**config.mk**
```make
export PLATFORM = sky130hd
export DESIGN_NAME = hdl_tick_sync
export DESIGN_NICKNAME = d
export VERILOG_FILES = /design/src/rtl/hdl_tick_pkg.sv /design/src/rtl/hdl_tick_div.sv /design/src/rtl/hdl_tick_sync.sv
export SDC_FILE = /design/constraint.sdc
export NUM_CORES = 1
export LEC_CHECK = 0
export ABC_AREA = 1
export CORE_MARGIN = 2
export CORE_UTILIZATION = 47
export CTS_BUF_LIST = sky130_fd_sc_hd__clkbuf_8 sky130_fd_sc_hd__clkbuf_16
export CTS_CLUSTER_DIAMETER = 120
export DETAILED_ROUTE_END_ITERATION = 6
export PLACE_DENSITY = 0.73
export SYNTH_ARGS = -nofsm -noshare
export SYNTH_HDL_FRONTEND = slang
export SYNTH_SLANG_ARGS = --single-unit
```
**constraint.sdc**
```tcl
create_clock -name clk -period 7.27 [get_ports clk]
set_clock_uncertainty 0.15 [all_clocks]
set_input_delay 1.0905 -clock clk [delete_from_list [all_inputs] [get_ports clk]]
set_output_delay 1.0905 -clock clk [all_outputs]
set_load 0.02 [all_outputs]
```
**src/rtl/hdl_tick_pkg.sv**
```systemverilog
`default_nettype none
// +----------------------------------------------------------------------+
// | hdl_tick_pkg                                                         |
// | Shared state type, default sizing and saturating increment.          |
// | Rev 1.0                                                              |
// +----------------------------------------------------------------------+
package hdl_tick_pkg;

    typedef enum logic [2:0] {
        IDLE     = 3'd0,
        RUN      = 3'd1,
        WAIT_ACK = 3'd2,
        DONE     = 3'd3,
        HALT     = 3'd4
    } tick_state_t;

    localparam int c_DEF_DIV_W   = 8;
    localparam int c_DEF_CNT_W   = 32;
    localparam int c_DEF_TIMEOUT = 1000;
    localparam int c_SAT_W       = 64;

    // Counters narrower than c_SAT_W are zero-extended in and truncated out.
    function automatic logic [c_SAT_W-1:0] sat_inc(input logic [c_SAT_W-1:0] value,
                                                   input int unsigned        width);
        logic [c_SAT_W-1:0] max_val;
        max_val = {c_SAT_W{1'b1}} >> (c_SAT_W - width);
        return (value >= max_val) ? max_val : value + 1'b1;
    endfunction

endpackage
`default_nettype wire

```
**src/rtl/hdl_tick_div.sv**
```systemverilog
`default_nettype none
// +----------------------------------------------------------------------+
// | hdl_tick_div                                                         |
// | Loadable down-counter that stops at zero and flags it.               |
// | Rev 1.0                                                              |
// +----------------------------------------------------------------------+
module hdl_tick_div
    import hdl_tick_pkg::*;
#(
    parameter int WIDTH = c_DEF_DIV_W
) (
    input  logic             clk,
    input  logic             rst,
    input  logic             load,
    input  logic [WIDTH-1:0] load_val,
    input  logic             en,
    output logic             zero
);

    logic [WIDTH-1:0] r_cnt;

    always_ff @(posedge clk or negedge rst) begin
        if (!rst) begin
            r_cnt <= '0;
        end else if (load) begin
            r_cnt <= load_val;
        end else if (en && (r_cnt != '0)) begin
            r_cnt <= r_cnt - 1'b1;
        end
    end

    assign zero = (r_cnt == '0);

endmodule
`default_nettype wire

```
**src/rtl/hdl_tick_sync.sv**
```systemverilog
`default_nettype none
// +----------------------------------------------------------------------+
// | hdl_tick_sync                                                        |
// | Divided tick requests with ack handshake, budget, stop and timeout.  |
// | Rev 1.0                                                              |
// +----------------------------------------------------------------------+
module hdl_tick_sync
    import hdl_tick_pkg::*;
#(
    parameter int DIV_W   = c_DEF_DIV_W,
    parameter int CNT_W   = c_DEF_CNT_W,
    parameter int TIMEOUT = c_DEF_TIMEOUT
) (
    input  logic             clk,
    input  logic             rst,
    input  logic             start,
    input  logic             stop,
    input  logic [DIV_W-1:0] div,
    input  logic [CNT_W-1:0] budget,
    output logic             tick_req,
    input  logic             tick_ack,
    output logic [CNT_W-1:0] tick_cnt,
    output logic [CNT_W-1:0] stall_cycles,
    output logic             busy,
    output logic             done,
    output logic             timeout_err
);

    localparam int                    c_WAIT_W    = $clog2(TIMEOUT + 1);
    localparam logic [c_WAIT_W-1:0]   c_WAIT_LOAD = c_WAIT_W'(TIMEOUT - 1);

    tick_state_t      r_state;
    logic [DIV_W-1:0] r_div;
    logic [CNT_W-1:0] r_budget;
    logic             r_stop_pend;
    logic             r_tick_req;
    logic [CNT_W-1:0] r_tick_cnt;
    logic [CNT_W-1:0] r_stall;
    logic             r_busy;
    logic             r_done;
    logic             r_timeout;

    logic             w_start_ok;
    logic             w_in_run;
    logic             w_in_wait;
    logic             w_hs;
    logic [CNT_W-1:0] w_cnt_inc;
    logic [CNT_W-1:0] w_stall_inc;
    logic             w_budget_hit;
    logic             w_stop_any;
    logic             w_run_fire;
    logic             w_stay;
    logic             w_to_run;
    logic             w_div_zero;
    logic             w_wait_zero;
    logic             w_div_load;
    logic [DIV_W-1:0] w_div_val;

    assign w_start_ok   = start && ((r_state == IDLE) || (r_state == DONE) || (r_state == HALT));
    assign w_in_run     = (r_state == RUN);
    assign w_in_wait    = (r_state == WAIT_ACK);
    assign w_hs         = w_in_wait && r_tick_req && tick_ack;
    assign w_cnt_inc    = CNT_W'(sat_inc(c_SAT_W'(r_tick_cnt), CNT_W));
    assign w_stall_inc  = CNT_W'(sat_inc(c_SAT_W'(r_stall), CNT_W));
    assign w_budget_hit = (r_budget != '0) && (w_cnt_inc == r_budget);
    assign w_stop_any   = stop || r_stop_pend;
    assign w_run_fire   = w_in_run && !stop && w_div_zero;
    assign w_stay       = w_hs && !w_budget_hit && !w_stop_any && (r_div == '0);
    assign w_to_run     = w_hs && !w_budget_hit && !w_stop_any && (r_div != '0);

    // The return to RUN loads div-1 because the ack edge already used one cycle.
    assign w_div_load   = w_start_ok || w_to_run;
    assign w_div_val    = w_start_ok ? div : (r_div - 1'b1);

    hdl_tick_div #(
        .WIDTH (DIV_W)
    ) u_div (
        .clk      (clk),
        .rst      (rst),
        .load     (w_div_load),
        .load_val (w_div_val),
        .en       (w_in_run && !stop),
        .zero     (w_div_zero)
    );

    hdl_tick_div #(
        .WIDTH (c_WAIT_W)
    ) u_wait (
        .clk      (clk),
        .rst      (rst),
        .load     (w_run_fire || w_stay),
        .load_val (c_WAIT_LOAD),
        .en       (w_in_wait && !tick_ack),
        .zero     (w_wait_zero)
    );

    always_ff @(posedge clk or negedge rst) begin
        if (!rst) begin
            r_state     <= IDLE;
            r_div       <= '0;
            r_budget    <= '0;
            r_stop_pend <= 1'b0;
            r_tick_req  <= 1'b0;
            r_tick_cnt  <= '0;
            r_stall     <= '0;
            r_busy      <= 1'b0;
            r_done      <= 1'b0;
            r_timeout   <= 1'b0;
        end else begin
            if (r_tick_req && !tick_ack) begin
                r_stall <= w_stall_inc;
            end
            case (r_state)
                IDLE, DONE, HALT: begin
                    if (start) begin
                        r_div       <= div;
                        r_budget    <= budget;
                        r_tick_cnt  <= '0;
                        r_stall     <= '0;
                        r_done      <= 1'b0;
                        r_timeout   <= 1'b0;
                        r_stop_pend <= 1'b0;
                        r_busy      <= 1'b1;
                        r_state     <= RUN;
                    end
                end
                RUN: begin
                    if (stop) begin
                        r_busy  <= 1'b0;
                        r_state <= IDLE;
                    end else if (w_div_zero) begin
                        r_tick_req <= 1'b1;
                        r_state    <= WAIT_ACK;
                    end
                end
                WAIT_ACK: begin
                    if (tick_ack) begin
                        r_tick_cnt <= w_cnt_inc;
                        if (w_budget_hit) begin
                            r_tick_req  <= 1'b0;
                            r_done      <= 1'b1;
                            r_busy      <= 1'b0;
                            r_stop_pend <= 1'b0;
                            r_state     <= DONE;
                        end else if (w_stop_any) begin
                            r_tick_req  <= 1'b0;
                            r_busy      <= 1'b0;
                            r_stop_pend <= 1'b0;
                            r_state     <= IDLE;
                        end else if (r_div != '0) begin
                            r_tick_req <= 1'b0;
                            r_state    <= RUN;
                        end
                    end else if (w_wait_zero) begin
                        r_tick_req  <= 1'b0;
                        r_timeout   <= 1'b1;
                        r_busy      <= 1'b0;
                        r_stop_pend <= 1'b0;
                        r_state     <= HALT;
                    end else if (stop) begin
                        r_stop_pend <= 1'b1;
                    end
                end
                default: begin
                    r_tick_req <= 1'b0;
                    r_busy     <= 1'b0;
                    r_state    <= IDLE;
                end
            endcase
        end
    end

    assign tick_req     = r_tick_req;
    assign tick_cnt     = r_tick_cnt;
    assign stall_cycles = r_stall;
    assign busy         = r_busy;
    assign done         = r_done;
    assign timeout_err  = r_timeout;

endmodule
`default_nettype wire

```
; Word level (Yosys, flattened, before mapping)
; Cells that the tools add are included.
; Widths: inputs -> output; s select.
[word_totals]
word_cells = 128
in_bits = 45
output_inout_bits = 68
reg_bits = 130
[classes]
n_mux = 47
add_sub_neg = 5
n_lt_le_gt_ge = 2
n_reduce_logical = 43
eq_ne = 18
n_bitwise = 1
[ops]
columns = cell, count
row1 = $mux 32, 7
row2 = $add 32x1->32 const B, 2
row3 = $ge 32x32->1 const B, 2
row4 = $pmux 32 s2, 1
row5 = $eq 32x32->1, 1
row6 = $reduce_bool 32->1, 1
row7 = $mux 3, 8
row8 = $mux 8, 3
row9 = $mux 1, 20
row10 = $mux 10, 2
row11 = $reduce_and 4->1, 5
row12 = $logic_not 8->1, 2
row13 = $reduce_bool 8->1, 2
row14 = $sub 8x1->8 const B, 2
row15 = $logic_and 1x1->1, 14
row16 = $logic_not 10->1, 1
row17 = $ne 2x2->1 const B, 5
row18 = $reduce_bool 10->1, 1
row19 = $sub 10x1->10 const B, 1
row20 = $pmux 3 s3, 1
row21 = $eq 3x2->1 const B, 2
row22 = $ne 2x1->1 const B, 3
row23 = $ne 3x2->1 const B, 2
row24 = $pmux 1 s2, 3
row25 = 15 further kinds, 25

; Logic depth before layout (Yosys ltp)
; Gate-level depths: netlist (run 1).
[depth]
ltp_word = 10
mapped_depth = 21
mapped_depth_nobuf = 20

; Cells and area by module
; Synthesis (run 1) repeated with hierarchy kept, for this count alone.
[hier_totals]
hier_cells = 1223
area_unflattened_um2 = 8280.4
[modules_own_cells]
columns = module, n_inst, cells_per_inst, seq_area_each_um2, area_each_um2
row1 = hdl_tick_sync, 1, 1012, 2802.7, 6925.4
row2 = hdl_tick_div (u_wait), 1, 118, 250.2, 758.2
row3 = hdl_tick_div (u_div), 1, 93, 200.2, 596.8

; Least setup slack after synthesis (run 1)
; No wires, ideal clock.
[synth_timing]
kind = in2reg
startpoint = input port tick_ack
endpoint = register r_stall[31] (netlist: stall_cycles[31])
path_slack_ps = 4304
setup_time_ps = 136
arrival_ps = 2680
path_buffers = 0
stages = 12
t_required_ps = 6984
cell_sequence = nor2_4 -> nand2_1 -> nor2_1 -> nand3_1 -> nor2_1 -> nand3_1 -> nor2_1 -> nand3_1 -> nor3_2 -> nand2_1 -> o21ai_0 -> a21oi_1
[synth_between]
elab_chain_cells = 5
[synth_lines]
columns = element, line_no
row1 = from (decl), hdl_tick_sync.sv:21  ; input logic tick_ack,
row2 = $logic_not 1->1 (*), hdl_tick_sync.sv:110  ; if (r_tick_req && !tick_ack) begin
row3 = $logic_and 1x1->1 (*), hdl_tick_sync.sv:110
row4 = $mux 32 (*), hdl_tick_sync.sv:110
row5 = $mux 32, hdl_tick_sync.sv:115  ; if (start) begin
row6 = $mux 32 (*), hdl_tick_sync.sv:113  ; case (r_state)
row7 = to (signal assigned), hdl_tick_sync.sv:111  ; r_stall <= w_stall_inc;
row8 = to (decl), hdl_tick_sync.sv:38  ; logic [CNT_W-1:0] r_stall;
; Every way passes the cells marked *; elsewhere a longest branch is shown, timed or not.
; A chain may end at the register's enable or synchronous reset.

; Final worst setup path (run 1)
[layout_timing]
startpoint = input port tick_ack
endpoint = register r_stall[23] (netlist: stall_cycles[23])
; Same word-level chain as after synthesis.

==> results of run 1 <==
## cell type report
class                           count  area (um^2)  area share (%)
Multi-Input combinational cell    819         3990            40.6
Sequential cell                   130         3250            33.1
Timing Repair Buffer              117         1160            11.8
Inverter                          145          549            5.59
Clock buffer                       18          439            4.47
Tap cell                          220          275            2.80
Clock inverter                     14          164            1.67
## worst paths after layout
kind / to / startpoint / depth (start not counted) / slack, ns
setup / recovery: stall_cycles[23] / tick_ack / 16 / 3.84
setup reg to reg: u_div.r_cnt[2] / tick_cnt[0] / 17 / 3.87
hold / removal: done / done / 2 / 0.33
max in group asynchronous: done / rst / 2 / 5.01
hold reg to reg: done / done / 2 / 0.33
min in group asynchronous: tick_cnt[3] / rst / 1 / 0.57
## per-stage QoR
step           instances  hold WS, ns  util (%)
2_1_floorplan       1120        0.299         -
3_3_place_gp        1431        0.304      55.8
3_5_place_dp        1431        0.315      55.8
4_1_cts             1463        0.332      59.5
5_1_grt             1463        0.344      59.5
6_report            1463        0.329      59.5
## registers in the layout, indices dropped and copies added, names as in the netlist
register,count
timeout_err,1
busy,1
r_budget,32
tick_req,1
r_stop_pend,1
r_state,3
r_div,8
u_wait.r_cnt,10
done,1
tick_cnt,32
stall_cycles,32
u_div.r_cnt,8
## synthesized netlist by cell type, drive strengths merged (2+ instances only)
master  number  area (um^2)
nand4       30          203
nor4         9         56.3
clkinv       2         12.5
or2          2         12.5
xnor2        9         78.8
nand3       91          503
a31oi        5         31.3
nand3b       4         30.0
o22ai        5         31.3
xor2        37          324
nand2      356         1370
o21ai       85          425
buf          7         51.3
clkbuf      19         71.3
a21oi       29          145
ha           6         75.1
nor3        21          115
nor2       123          527
inv        143          537
dfrtp      130         3250
## metal layers
metal	vias up	wire length (um)	global-route usage, %	part of all wire (%)
li1	3807	-	-	-
met1	3537	9650	33.5	45
met3	42	1400	5.67	6.6
met4	2	532	9.40	2.5
met5	-	13	0	0.061
met2	253	9660	38.3	45
## placed cells by master, fill, tap and decap left out, types with 17 or more instances in the layout
cell type	instances
sky130_fd_sc_hd__nor2_1	108
sky130_fd_sc_hd__a21oi_1	28
sky130_fd_sc_hd__nand4_1	29
sky130_fd_sc_hd__clkdlybuf4s50_1	111
sky130_fd_sc_hd__nand3_1	86
sky130_fd_sc_hd__inv_1	138
sky130_fd_sc_hd__o21ai_0	81
sky130_fd_sc_hd__nor3_1	19
sky130_fd_sc_hd__dfrtp_1	130
sky130_fd_sc_hd__nand2_1	347
sky130_fd_sc_hd__clkbuf_16	17
sky130_fd_sc_hd__xor2_1	37
## logic make-up after synthesis
logic type,count (synthesis)
xor+xnor,46
compound gates,130
flops,130
buf+inv,171
fa+ha+maj,6
simple gates,637
## worst register-to-register path: cells and delay by family (launching register included)
family        cells  cell delay, ns
xor+xnor          1            0.15
simple gates     15            2.32
flops             1            0.42
fa+ha+maj         1            0.25
## where the power goes
part           internal (W)  switching (W)  leakage (nW)  total, W
combinational      0.000351       0.000638          2.38  0.000989
clock              0.000545       0.000332         0.280  0.000877
sequential         0.000901       0.000139          1.71   0.00104
total               0.00180        0.00111          4.37   0.00291
==> PnR_summary.wiki, run 1 <==
{| class="wikitable"
! Metric !! Value
|-
| Global route overflow || 0
|-
| Number of nets still failing antenna checks after routing || 0
|-
| Worst slew margin relative to its limit || 40.4%
|-
| Drt first-iter violations || around 600
|-
| Worst min path class || flop to flop
|-
| Cell Pwr Density || 296 mW/mm^2
|-
| Area enclosed by the die boundary || 0.0179 mm^2
|-
| Measured slew at the worst slew-check pin || 0.895 ns
|-
| Setup repair after global routing missed its margin || no
|-
| Number of inserted filler cells in the final layout || 1517
|-
| Number of vias in the routed layout || 7641
|-
| Placement Cell Area || 0.00923 mm^2
|-
| Number of pins with negative max-slew slack in the final report || 0
|-
| Compound-gate portion of the synthesized area || about 8.6%
|-
| ANT cells || 0
|-
| Final worst slack || between 3 and 4 ns
|-
| Routed wire length per instance || 14.5 um
|-
| CP cell instances || clkdlybuf4s50_1 -> nor2_4 -> nand2_1 -> nor2_1 -> nand2_1 -> nor3_2 -> inv_1 -> nor2_1 -> nand3_1 -> nor2_2 -> inv_1 -> nor2_2 -> inv_1 -> o21ai_0 -> a21oi_1 -> nor2_1
|-
| Cells after synthesis || approximately 1100
|-
| Core Rows || 47
|-
| Bufs on Longest Clock Path || 2
|-
| Final Hold Viols || 0
|-
| Horiz. Die Dim || roughly 130 um
|-
| Final worst path period share || a little under half
|-
| Floorplan die height || between 100 and 150 um
|-
| Kind of capture point of the worst setup path || flop
|-
| Final instance area || 0.00983 mm^2
|-
| Fraction of the yosys area taken by sequential cells || 41.1%
|-
| Antenna violations before repair || 1
|-
| Number of global-route vias before repair || 7097
|-
| Critical path class || input port to flop
|-
| Required time of the critical path || 7.47 ns
|-
| Remaining routing DRC violations || 0
|-
| Arrival time of the worst setup path || 3.63 ns
|-
| Worst-path cell with the longest stage delay || sky130_fd_sc_hd__clkdlybuf4s50_1
|-
| Average vias per placed instance || ~5.2
|-
| Post-Syn Area per Cell || 7.06 um^2
|-
| Number of clock sinks || 130
|-
| Summed instance area of the synthesized netlist || 0.00791 mm^2
|-
| Pin count of the biggest net entering global routing || 87
|-
| Buffers & Inverters on Critical Path || 4
|-
| Initial Util || 47.9%
|-
| Critical Path Fanout Max || 7
|-
| Number of port buffers || between 100 and 150
|-
| Peak per-stage delay on the critical path || 0.47 ns
|-
| Critical path's top delay family || simple AND/OR/NAND/NOR gates
|-
| Register bit total from synthesis || 130
|-
| Xor-xnor portion of the synthesized cell area || 5.09%
|-
| Share of cell area taken by muxes after synthesis || 0%
|-
| Fraction of layout instances using a drive strength above 1 || 6.28%
|-
| Maximum ir drop on the vdd rail || ~0.00021 V
|-
| CTS Hold Bufs || 0
|-
| Global Route Usage Sum || 24.6%
|-
| Fin nets || roughly 1300
|-
| Total Wirelength || 21300 um
|-
| Simple-Gate Fraction of Synth Area || 35.7%
|-
| Layout-stage area growth over the synthesis result || 24.2%
|-
| Maximum clock rate || 291 MHz
|-
| Max-Cap Viols || 0
|-
| Adder-cell share of the synthesized area || 0.949%
|-
| Clock edge transition at the registers on the reported setup and hold paths || 0.06 ns
|-
| CTS Root Cell || sky130_fd_sc_hd__clkbuf_16
|-
| Main flop type after synthesis || sky130_fd_sc_hd__dfrtp_1
|-
| Router iterations before antenna repair || 5
|-
| Synth async-reset ratio || 100%
|-
| CTS resizes || 0
|-
| Wire length of the first global-routing pass || 35100 um
|-
| Power Total || 0.00291 W
|-
| Period minus WS final || 3.43 ns
|-
| Run status || finished, final reports clean
|-
| Count of flip-flops with a built-in enable after synthesis || 0
|-
| Number of CTS-inserted buffers || 17
|-
| Clock latency of the later-clocked register in the worst-skew pair || 0.42 ns
|-
| Setup crit start kind || input port
|-
| H-tree depth || 4
|-
| Distinct cells, synth || slightly above 40
|-
| Final weighted congestion in routability-driven placement || 0.928
|-
| Number of top-level design ports || between 100 and 150
|-
| Place WS || roughly 3.4 ns
|-
| Dominant combinational cell family by area after synthesis || simple AND/OR/NAND/NOR gates
|-
| Core region area || 0.0165 mm^2
|-
| Summed negative setup slack over all endpoints || 0 ns
|-
| Number of failing setup endpoints in the final timing report || 0
|-
| Cell leakage power || between 4 and 5 nW
|-
| CTS tree || done
|-
| Number of buffers inserted to repair setup after CTS || 0
|-
| DP HPWL || 15500 um
|-
| Count of yosys warnings during synthesis || 0
|-
| Post-Synthesis Net Count || 1171
|}
Power figures use the tool's default switching activity.
==> inputs of run 2 (changes only) <==
--- a/config.mk
+++ b/config.mk
@@ -11,7 +11,7 @@
 export CTS_BUF_LIST = sky130_fd_sc_hd__clkbuf_8 sky130_fd_sc_hd__clkbuf_16
 export CTS_CLUSTER_DIAMETER = 120
 export DETAILED_ROUTE_END_ITERATION = 6
-export PLACE_DENSITY = 0.73
+export PLACE_DENSITY = 0.76
 export SYNTH_ARGS = -nofsm -noshare
 export SYNTH_HDL_FRONTEND = slang
 export SYNTH_SLANG_ARGS = --single-unit
==> constraint.sdc (replaced) <==
create_clock -name clk -period 3 [get_ports clk]
set_clock_uncertainty 0.15 [all_clocks]
set_input_delay 0.45 -clock clk [delete_from_list [all_inputs] [get_ports clk]]
set_output_delay 0.45 -clock clk [all_outputs]
set_load 0.02 [all_outputs]
==> PnR_summary.wiki, run 2 (same netlist as run 1, synthesis figures left out) <==
{| class="wikitable"
! Metric !! Value
|-
| Clock power frac || 28.9% (-1.3 points)
|-
| Horiz. Die Dim || 134 um (unchanged)
|-
| Period minus WS final || 2.87 ns
|-
| Most used cells in the layout excluding fill and tap cells || sky130_fd_sc_hd__nand2_1, sky130_fd_sc_hd__inv_1, sky130_fd_sc_hd__dfrtp_1, sky130_fd_sc_hd__clkdlybuf4s50_1, sky130_fd_sc_hd__nor2_1
|-
| Number of nets still failing antenna checks after routing || 0 (unchanged)
|-
| Number of pins with negative max-slew slack in the final report || 0 (unchanged)
|-
| Internal power component || 0.00439 W (+140%)
|-
| Initial Util || 47.9% (unchanged)
|-
| Sw Pwr || 0.00270 W (+140%)
|-
| Measured slew at the worst slew-check pin || 0.475 ns (-0.419 ns)
|-
| Number of CTS-inserted buffers || 17 (unchanged)
|-
| Global route overflow || 0 (unchanged)
|-
| Layout-stage area growth over the synthesis result || 31.1%
|-
| Required time of the critical path || 3.21 ns (-4.26 ns)
|-
| Cell leakage power || 4.68 nW (+7.3%)
|-
| Number of port buffers || 112 (unchanged)
|-
| Cell Pwr Density || 683 mW/mm^2 (+130%)
|-
| Core Rows || 47 (unchanged)
|-
| Kind of capture point of the worst setup path || flop
|-
| Critical Path Fanout Max || 7 (unchanged)
|-
| Termination of the worst setup path || u_div.r_cnt[5]
|-
| Worst slew margin relative to its limit || 68.0% (+28 points)
|-
| Routed wire length per instance || 15.2 um (+4.9%)
|-
| Maximum ir drop on the vdd rail || 0.000500 V (+140%)
|-
| Total Wirelength || 23100 um (+8.7%)
|-
| Register-to-register setup slack || 0.13 ns (-3.74 ns)
|-
| Fraction of layout instances using a drive strength above 1 || 12.0% (+5.7 points)
|-
| Max-Cap Viols || 0 (unchanged)
|-
| Startpoint of the worst setup timing path || tick_cnt[0]
|-
| Sw Ratio || 38.1% (-0.11 points)
|-
| Worst min path class || flop to flop
|-
| Floorplan die height || 134 um (unchanged)
|-
| Average vias per placed instance || 5.37 (+2.9%)
|-
| Number of inserted filler cells in the final layout || 1460 (-3.8%)
|-
| Critical path class || flop to flop
|-
| Antenna violations before repair || 0 (-1)
|-
| Wire length of the first global-routing pass || 37500 um (+6.8%)
|-
| Setup crit start kind || flop
|-
| Drt first-iter violations || 984 (+65%)
|-
| Clock latency of the later-clocked register in the worst-skew pair || 0.42 ns (about the same)
|-
| Pin count of the biggest net entering global routing || 56 (-36%)
|-
| Bufs on Longest Clock Path || 2 (unchanged)
|-
| Sequential fraction of design power || 35.8% (about the same)
|-
| Global Route Usage Sum || 26.2% (+1.6 points)
|-
| Router iterations before antenna repair || 5 (unchanged)
|-
| Arrival time of the worst setup path || 3.08 ns (-0.55 ns)
|-
| Number of failing setup endpoints in the final timing report || 0 (unchanged)
|-
| Leading cell type in the layout, fill and taps excluded || sky130_fd_sc_hd__nand2_1
|-
| Worst reg-to-reg path cell count || 20 (+3)
|-
| Remaining routing DRC violations || 0 (unchanged)
|-
| Final weighted congestion in routability-driven placement || 0.939 (+1.2%)
|-
| Fin nets || 1336 (+4.3%)
|-
| Final worst path period share || 95.8%
|-
| Core region area || 0.0165 mm^2 (unchanged)
|-
| H-tree depth || 4 (unchanged)
|-
| Capture point of the worst reg-to-reg path || u_div.r_cnt[5]
|-
| ANT cells || 0 (unchanged)
|-
| Maximum clock rate || approximately 350 MHz
|-
| Power Total || 0.00709 W (+140%)
|-
| DP HPWL || 16900 um (+9.1%)
|-
| Area enclosed by the die boundary || 0.0179 mm^2 (unchanged)
|-
| Number of vias in the routed layout || 8144 (+6.6%)
|-
| CTS Root Cell || sky130_fd_sc_hd__clkbuf_16
|-
| Number of top-level design ports || 113 (unchanged)
|-
| Startpoint of the lowest-slack register-to-register path || tick_cnt[0]
|-
| Final Hold Viols || 0 (unchanged)
|-
| Clock edge transition at the registers on the reported setup and hold paths || 0.06 ns (about the same)
|-
| Number of clock sinks || 130 (unchanged)
|-
| CTS tree || done
|-
| Final hold slack || 0.337 ns (+0.00793 ns)
|-
| Final instance area || 0.0104 mm^2 (+5.6%)
|-
| Combinational group share of total power || 35.3% (+1.3 points)
|-
| Number of global-route vias before repair || 7821 (+10%)
|-
| Placement Cell Area || 0.00960 mm^2 (+4.0%)
|-
| Run status || finished, final reports clean
|}
## run 2: cell count changes in the layout (fill, tap and decap cells not counted), moves of 5 or more
cell | previous run | this run
sky130_fd_sc_hd__buf_4 | 6 | 56
sky130_fd_sc_hd__nor2_1 | 108 | 97
sky130_fd_sc_hd__dfrtp_1 | 130 | 123
sky130_fd_sc_hd__dfrtp_2 | 0 | 7
sky130_fd_sc_hd__clkinvlp_4 | 6 | 0
sky130_fd_sc_hd__nor2_2 | 9 | 15
sky130_fd_sc_hd__nand3_2 | 2 | 7
sky130_fd_sc_hd__nor2_4 | 6 | 11
## run 2: area by class of cell
type	instances	area, um^2	area share [%]
flip-flops and latches	130	3260	31.4
repair buffers	171	1610	15.5
multi-input cells	820	4100	39.5
inverters	145	549	5.29
clock buffers	22	494	4.76
well taps	220	275	2.65
clock inverters	8	86.3	0.832
## run 2: critical path, cell delays in order (launching register included)
cell and delay [ns]:
sky130_fd_sc_hd__dfrtp_1 0.41, sky130_fd_sc_hd__ha_4 0.18, sky130_fd_sc_hd__nand2_2 0.07, sky130_fd_sc_hd__nor2_4 0.16
sky130_fd_sc_hd__nand2_2 0.09, sky130_fd_sc_hd__nor2_4 0.13, sky130_fd_sc_hd__nand2_4 0.11, sky130_fd_sc_hd__buf_4 0.19
sky130_fd_sc_hd__nand3_2 0.11, sky130_fd_sc_hd__inv_2 0.06, sky130_fd_sc_hd__nand2_1 0.05, sky130_fd_sc_hd__nand3_1 0.07
sky130_fd_sc_hd__nor2_1 0.12, sky130_fd_sc_hd__nand2_1 0.10, sky130_fd_sc_hd__nor2_4 0.13, sky130_fd_sc_hd__nand3_4 0.15
sky130_fd_sc_hd__nand3_4 0.15, sky130_fd_sc_hd__nand3_4 0.14, sky130_fd_sc_hd__clkinv_4 0.11, sky130_fd_sc_hd__nand2_1 0.06
sky130_fd_sc_hd__nand2_1 0.06
## run 2: per-stage QoR
stage / std cells / setup slack [ns] / util [%] / TNS [ns]
4_1_cts: 1508 / 0.0356 / 61.6 / 0
3_5_place_dp: 1477 / 0.00386 / 58.1 / 0
6_report: 1516 / 0.126 / 62.8 / 0
5_1_grt: 1516 / -0.0342 / 62.8 / -0.168
2_1_floorplan: 1120 / 0.221 / - / 0
3_3_place_gp: 1477 / 0.0690 / 58.1 / 0
## run 2: layer usage
metal	wire length (um)	GRT usage (%)	vias to the layer above	share of wire, %
met4	561	9.99	0	2.4
met2	10900	42.3	359	47
met3	1900	6.35	51	8.2
met5	0	0	-	0
li1	-	-	3912	-
met1	9700	34.1	3822	42
## run 2: worst min path at each step
stage                               from              to  slack, ns  cells past startpoint
after CTS                     r_state[2]      r_state[2]       0.34                      2
after floorplan                      rst            busy      0.004                      0
after global placement               rst    tick_cnt[24]       0.25                      1
final                         r_state[2]      r_state[2]       0.34                      2
after detailed placement             rst    tick_cnt[26]       0.26                      1
after global routing      u_div.r_cnt[7]  u_div.r_cnt[7]       0.36                      2
## run 2: timing repair
| item | CTS | global route |
|---|---|---|
| setup buffers | 0 | 6 |
| gates resized for setup | 0 | 36 |
| hold buffers | 1 | 0 |
| setup endpoints to repair | 0 | 24 |
| hold endpoints to repair | 23 | 0 |
## run 2: power groups by stage
stage	registers (W)	logic (W)	clock network, W
final	0.00254	0.00250	0.00205
after detailed placement	0.00255	0.00244	0
after global placement	0.00253	0.00240	0
after CTS	0.00252	0.00246	0.00208
after global routing	0.00258	0.00283	0.00215
after floorplan	0.00248	0.00176	0
==> inputs of run 3 (changes only) <==
--- a/config.mk
+++ b/config.mk
@@ -14,4 +14,6 @@
 export PLACE_DENSITY = 0.76
 export SYNTH_ARGS = -nofsm -noshare
 export SYNTH_HDL_FRONTEND = slang
+export SYNTH_HIERARCHICAL = 1
 export SYNTH_SLANG_ARGS = --single-unit
+export TNS_END_PERCENT = 50
==> PnR_summary.wiki, run 3 <==
{| class="wikitable"
! Metric !! Value
|-
| Main flop type after synthesis || sky130_fd_sc_hd__dfrtp_1
|-
| CTS Root Cell || sky130_fd_sc_hd__clkbuf_16
|-
| Measured slew at the worst slew-check pin || 0.574 ns (+0.0985 ns)
|-
| CP cell instances || ha_2 -> nand2_2 -> nor2_4 -> nand2_4 -> nor2_8 -> buf_6 -> nand3_1 -> nand2_2 -> nand2_2 -> nand2_2 -> nor2_2 -> nand2_1 -> nor2_1 -> nand2_1 -> nor2_2 -> nand2_2 -> nand3_4 -> o21ai_4 -> clkinv_4 -> nand3_1 -> nand2_1 -> nand2_1 -> o21ai_2
|-
| Worst slew margin relative to its limit || 61.7% (-6.2 points)
|-
| Required time of the critical path || 3.17 ns (-0.04 ns)
|-
| Kind of capture point of the worst setup path || flop
|-
| Hold Path Depth || 2 (unchanged)
|-
| Global Route Usage Sum || 26.1% (-0.12 points)
|-
| Initial Util || 48.0% (+0.16 points)
|-
| Number of top-level design ports || 113 (unchanged)
|-
| Power Total || 0.00722 W (+1.8%)
|-
| Final Hold Viols || 0 (unchanged)
|-
| DP HPWL || 17400 um (+2.8%)
|-
| Worst-path cell with the longest stage delay || sky130_fd_sc_hd__dfrtp_1
|-
| Peak per-stage delay on the critical path || 0.36 ns (-0.05 ns)
|-
| Summed instance area of the synthesized netlist || 0.00828 mm^2 (+4.7%)
|-
| Fin nets || 1456 (+9.0%)
|-
| Cell leakage power || 5.12 nW (+9.3%)
|-
| Bufs on Longest Clock Path || 2 (unchanged)
|-
| Sw Ratio || 40.2% (+2.2 points)
|-
| Run status || finished, violations left
|-
| Combinational group share of total power || 37.5% (+2.2 points)
|-
| Non-Filler Instances || 1643 (+8.4%)
|-
| Router iterations before antenna repair || 7 (+2)
|-
| Most frequent cell on the critical path || sky130_fd_sc_hd__nand2_2
|-
| Cell Pwr Density || 664 mW/mm^2 (-2.9%)
|-
| Startpoint of the lowest-slack register-to-register path || tick_cnt[1]
|-
| Pin count of the biggest net entering global routing || 54 (-3.6%)
|-
| Global route overflow || 0 (unchanged)
|-
| Antenna violations before repair || 0 (unchanged)
|-
| Area enclosed by the die boundary || 0.0187 mm^2 (+4.5%)
|-
| Number of CTS-inserted buffers || 17 (unchanged)
|-
| Layout-stage area growth over the synthesis result || 31.3%
|-
| Maximum clock rate || 332 MHz (-4.6%)
|-
| CTS tree || done
|-
| Fraction of layout instances using a drive strength above 1 || 13.0% (+1.0 points)
|-
| Setup repair after global routing missed its margin || yes
|-
| Horiz. Die Dim || 137 um (+2.2%)
|-
| Post-Syn Area per Cell || 6.77 um^2 (-4.1%)
|-
| Arrival time of the worst setup path || 3.18 ns (+0.10 ns)
|-
| Cell type with the largest total area after synthesis || sky130_fd_sc_hd__dfrtp_1
|-
| Average vias per placed instance || 5.25 (-2.2%)
|-
| Busiest grt layer || met2
|-
| Core Rows || 48 (+2.1%)
|-
| Fraction of the core area covered by cells at the end of the flow || 63.1% (+0.30 points)
|-
| Setup crit start kind || flop
|-
| Startpoint of the worst setup timing path || tick_cnt[1]
|-
| Count of flip-flops with a built-in enable after synthesis || 0 (unchanged)
|-
| GR met3 Demand/Resource || 4.37% (-2.0 points)
|-
| Final instance area || 0.0109 mm^2 (+4.8%)
|-
| Number of vias in the routed layout || 8633 (+6.0%)
|-
| Global routing usage on met1 || 33.8% (-0.29 points)
|-
| Number of port buffers || 112 (unchanged)
|-
| Clock latency of the later-clocked register in the worst-skew pair || 0.43 ns (about the same)
|-
| Floorplan die height || 137 um (+2.2%)
|-
| Worst reg-to-reg path cell count || 23 (+15%)
|-
| Cells after synthesis || 1223 (+9.2%)
|-
| Number of inserted filler cells in the final layout || 1581 (+8.3%)
|-
| Register bit total from synthesis || 130 (unchanged)
|-
| Register-to-register setup slack || -0.01 ns (-0.14 ns)
|-
| Top cells by area in the synthesized netlist || sky130_fd_sc_hd__dfrtp_1, sky130_fd_sc_hd__nand2_1, sky130_fd_sc_hd__inv_1
|-
| Core region area || 0.0172 mm^2 (+4.3%)
|-
| Synth top area share || 39.3% (-1.8 points)
|-
| Fraction of the yosys area taken by sequential cells || 39.3% (-1.8 points)
|-
| Internal power component || 0.00431 W (-1.8%)
|-
| Maximum ir drop on the vdd rail || 0.000518 V (+3.5%)
|-
| Placement Cell Area || 0.0100 mm^2 (+4.7%)
|-
| ANT cells || 0 (unchanged)
|-
| Number of nets still failing antenna checks after routing || 0 (unchanged)
|-
| Wire length of the first global-routing pass || 38400 um (+2.3%)
|-
| Start point of the worst hold path || r_state[1]
|-
| Total Wirelength || 23800 um (+2.8%)
|-
| Final weighted congestion in routability-driven placement || 0.957 (+1.9%)
|-
| Sw Pwr || 0.00290 W (+7.6%)
|-
| Endpoint, Worst Hold || r_state[1]
|-
| Period minus WS final || 3.01 ns (+0.140 ns)
|-
| Leading cell type in the layout, fill and taps excluded || sky130_fd_sc_hd__nand2_1
|-
| Max-Cap Viols || 0 (unchanged)
|-
| Distinct cells, synth || 40 (-2.4%)
|-
| Number of cells in the design after placement || 1599 (+8.3%)
|-
| Post-synth top cells || sky130_fd_sc_hd__nand2_1, sky130_fd_sc_hd__inv_1, sky130_fd_sc_hd__dfrtp_1, sky130_fd_sc_hd__nor2_1, sky130_fd_sc_hd__o21ai_0
|-
| H-tree depth || 4 (unchanged)
|-
| Capture point of the worst reg-to-reg path || u_wait/r_cnt[3]
|-
| Critical Path Fanout Max || 6 (-1)
|-
| Final worst slack || -0.0134 ns (-0.140 ns)
|-
| Remaining routing DRC violations || 0 (unchanged)
|-
| Critical path class || flop to flop
|-
| Count of yosys warnings during synthesis || 6 (+6)
|-
| Clock power frac || 27.7% (-1.2 points)
|-
| Worst min path class || flop to flop
|-
| Final worst path period share || 100% (+4.7 points)
|-
| Met2 track utilization from global routing || 43.6% (+1.2 points)
|-
| Number of global-route vias before repair || 8073 (+3.2%)
|-
| Number of pins with negative max-slew slack in the final report || 0 (unchanged)
|-
| Number of failing setup endpoints in the final timing report || 1 (+1)
|-
| Drt first-iter violations || 720 (-27%)
|-
| Number of clock sinks || 130 (unchanged)
|-
| Routed wire length per instance || 14.5 um (-5.1%)
|-
| Violated checks || setup timing
|-
| Most used cells in the layout excluding fill and tap cells || sky130_fd_sc_hd__nand2_1, sky130_fd_sc_hd__inv_1, sky130_fd_sc_hd__dfrtp_1, sky130_fd_sc_hd__clkdlybuf4s50_1, sky130_fd_sc_hd__nor2_1
|-
| Final hold slack || 0.322 ns (-0.0153 ns)
|-
| Synth async-reset ratio || 100% (unchanged)
|-
| Most numerous cell in the Yosys netlist || sky130_fd_sc_hd__nand2_1
|-
| Clock edge transition at the registers on the reported setup and hold paths || 0.06 ns (about the same)
|-
| Sequential fraction of design power || 34.8% (-1.0 points)
|}
run 3: changes by cell type in the layout (fill, tap and decap cells not counted), moves of 7 or more:
cell	change
sky130_fd_sc_hd__nand2_2	+9
sky130_fd_sc_hd__xor2_1	-13
sky130_fd_sc_hd__o21ai_0	+13
sky130_fd_sc_hd__inv_1	+8
sky130_fd_sc_hd__nand3_1	+7
sky130_fd_sc_hd__nand2_1	+73
sky130_fd_sc_hd__nand4_1	-7
sky130_fd_sc_hd__buf_6	+8
sky130_fd_sc_hd__conb_1	+10
sky130_fd_sc_hd__nor2_1	+12
run 3: worst max-delay path by stage:
stage,slack [ns],end,cells past startpoint
floorplan,-0.09,u_wait/r_cnt[3],20
global placement,0.01,u_wait/r_cnt[0],22
detailed placement,-0.11,u_wait/r_cnt[5],23
CTS,0.02,u_div/r_cnt[2],23
global route,-0.23,u_div/r_cnt[0],24
finish,-0.01,u_wait/r_cnt[3],23
run 3: stage by stage:
stage / worst slack [ns] / TNS (ns)
final: -0.0134 / -0.0134
after CTS: 0.0214 / 0
after global routing: -0.232 / -4.42
after detailed placement: -0.112 / -1.17
after global placement: 0.0134 / 0
after floorplan: -0.0921 / -1.03
run 3: per-layer routing:
layer / part of all wire (%) / up-vias / wire length (um)
met3: 5.9 / 59 / 1410
li1: - / 4228 / -
met2: 49 / 341 / 11500
met4: 2.8 / 0 / 675
met5: 0 / - / 0
met1: 43 / 4005 / 10100
run 3: power groups by stage:
stage	Clock (W)	Sequential [W]	Combinational (W)
after floorplan	0	0.00245	0.00184
after global placement	0	0.00251	0.00253
after detailed placement	0	0.00252	0.00257
after CTS	0.00203	0.00250	0.00262
after global routing	0.00212	0.00256	0.00308
final	0.00200	0.00251	0.00271
run 3: cell type report:
cell class	count	area (um^2)	area share (%)
timing repair inverter	1	3.75	0.0345
clock buffer	18	439	4.04
sequential	130	3250	29.9
inverter	155	591	5.43
multi-input combinational	918	4460	41.0
timing repair buffer	182	1710	15.7
tap	225	282	2.59
clock inverter	14	133	1.22
run 3: cell families (layout without fill, tap and decap cells):
family	after synthesis	count (layout)	share of synthesized area, %
xor+xnor	34	34	3.69
fa+ha+maj	6	6	0.907
compound gates	145	145	9.29
other cells	2	10	0.0907
flops	130	130	39.3
buf+inv	185	370	8.91
simple gates	721	723	37.8
run 3: critical path, delay by kind of cell, from the launching register on:
family,cells,cell delay (ns)
AO/OA/AOI/OAI,2,0.28
adder cells (fa/ha/maj),1,0.20
buffers and inverters,2,0.30
flip-flops,1,0.36
AND/OR/NAND/NOR,18,1.60
run 3: repair_timing:
action | 4_1_cts | 5_1_grt
setup buffers | 2 | 5
hold buffers | 1 | 0
setup endpoints to repair | 16 | 22
gates cloned | 3 | 1
pin swaps | 2 | 15
gates resized for setup | 8 | 43
hold endpoints to repair | 40 | 0
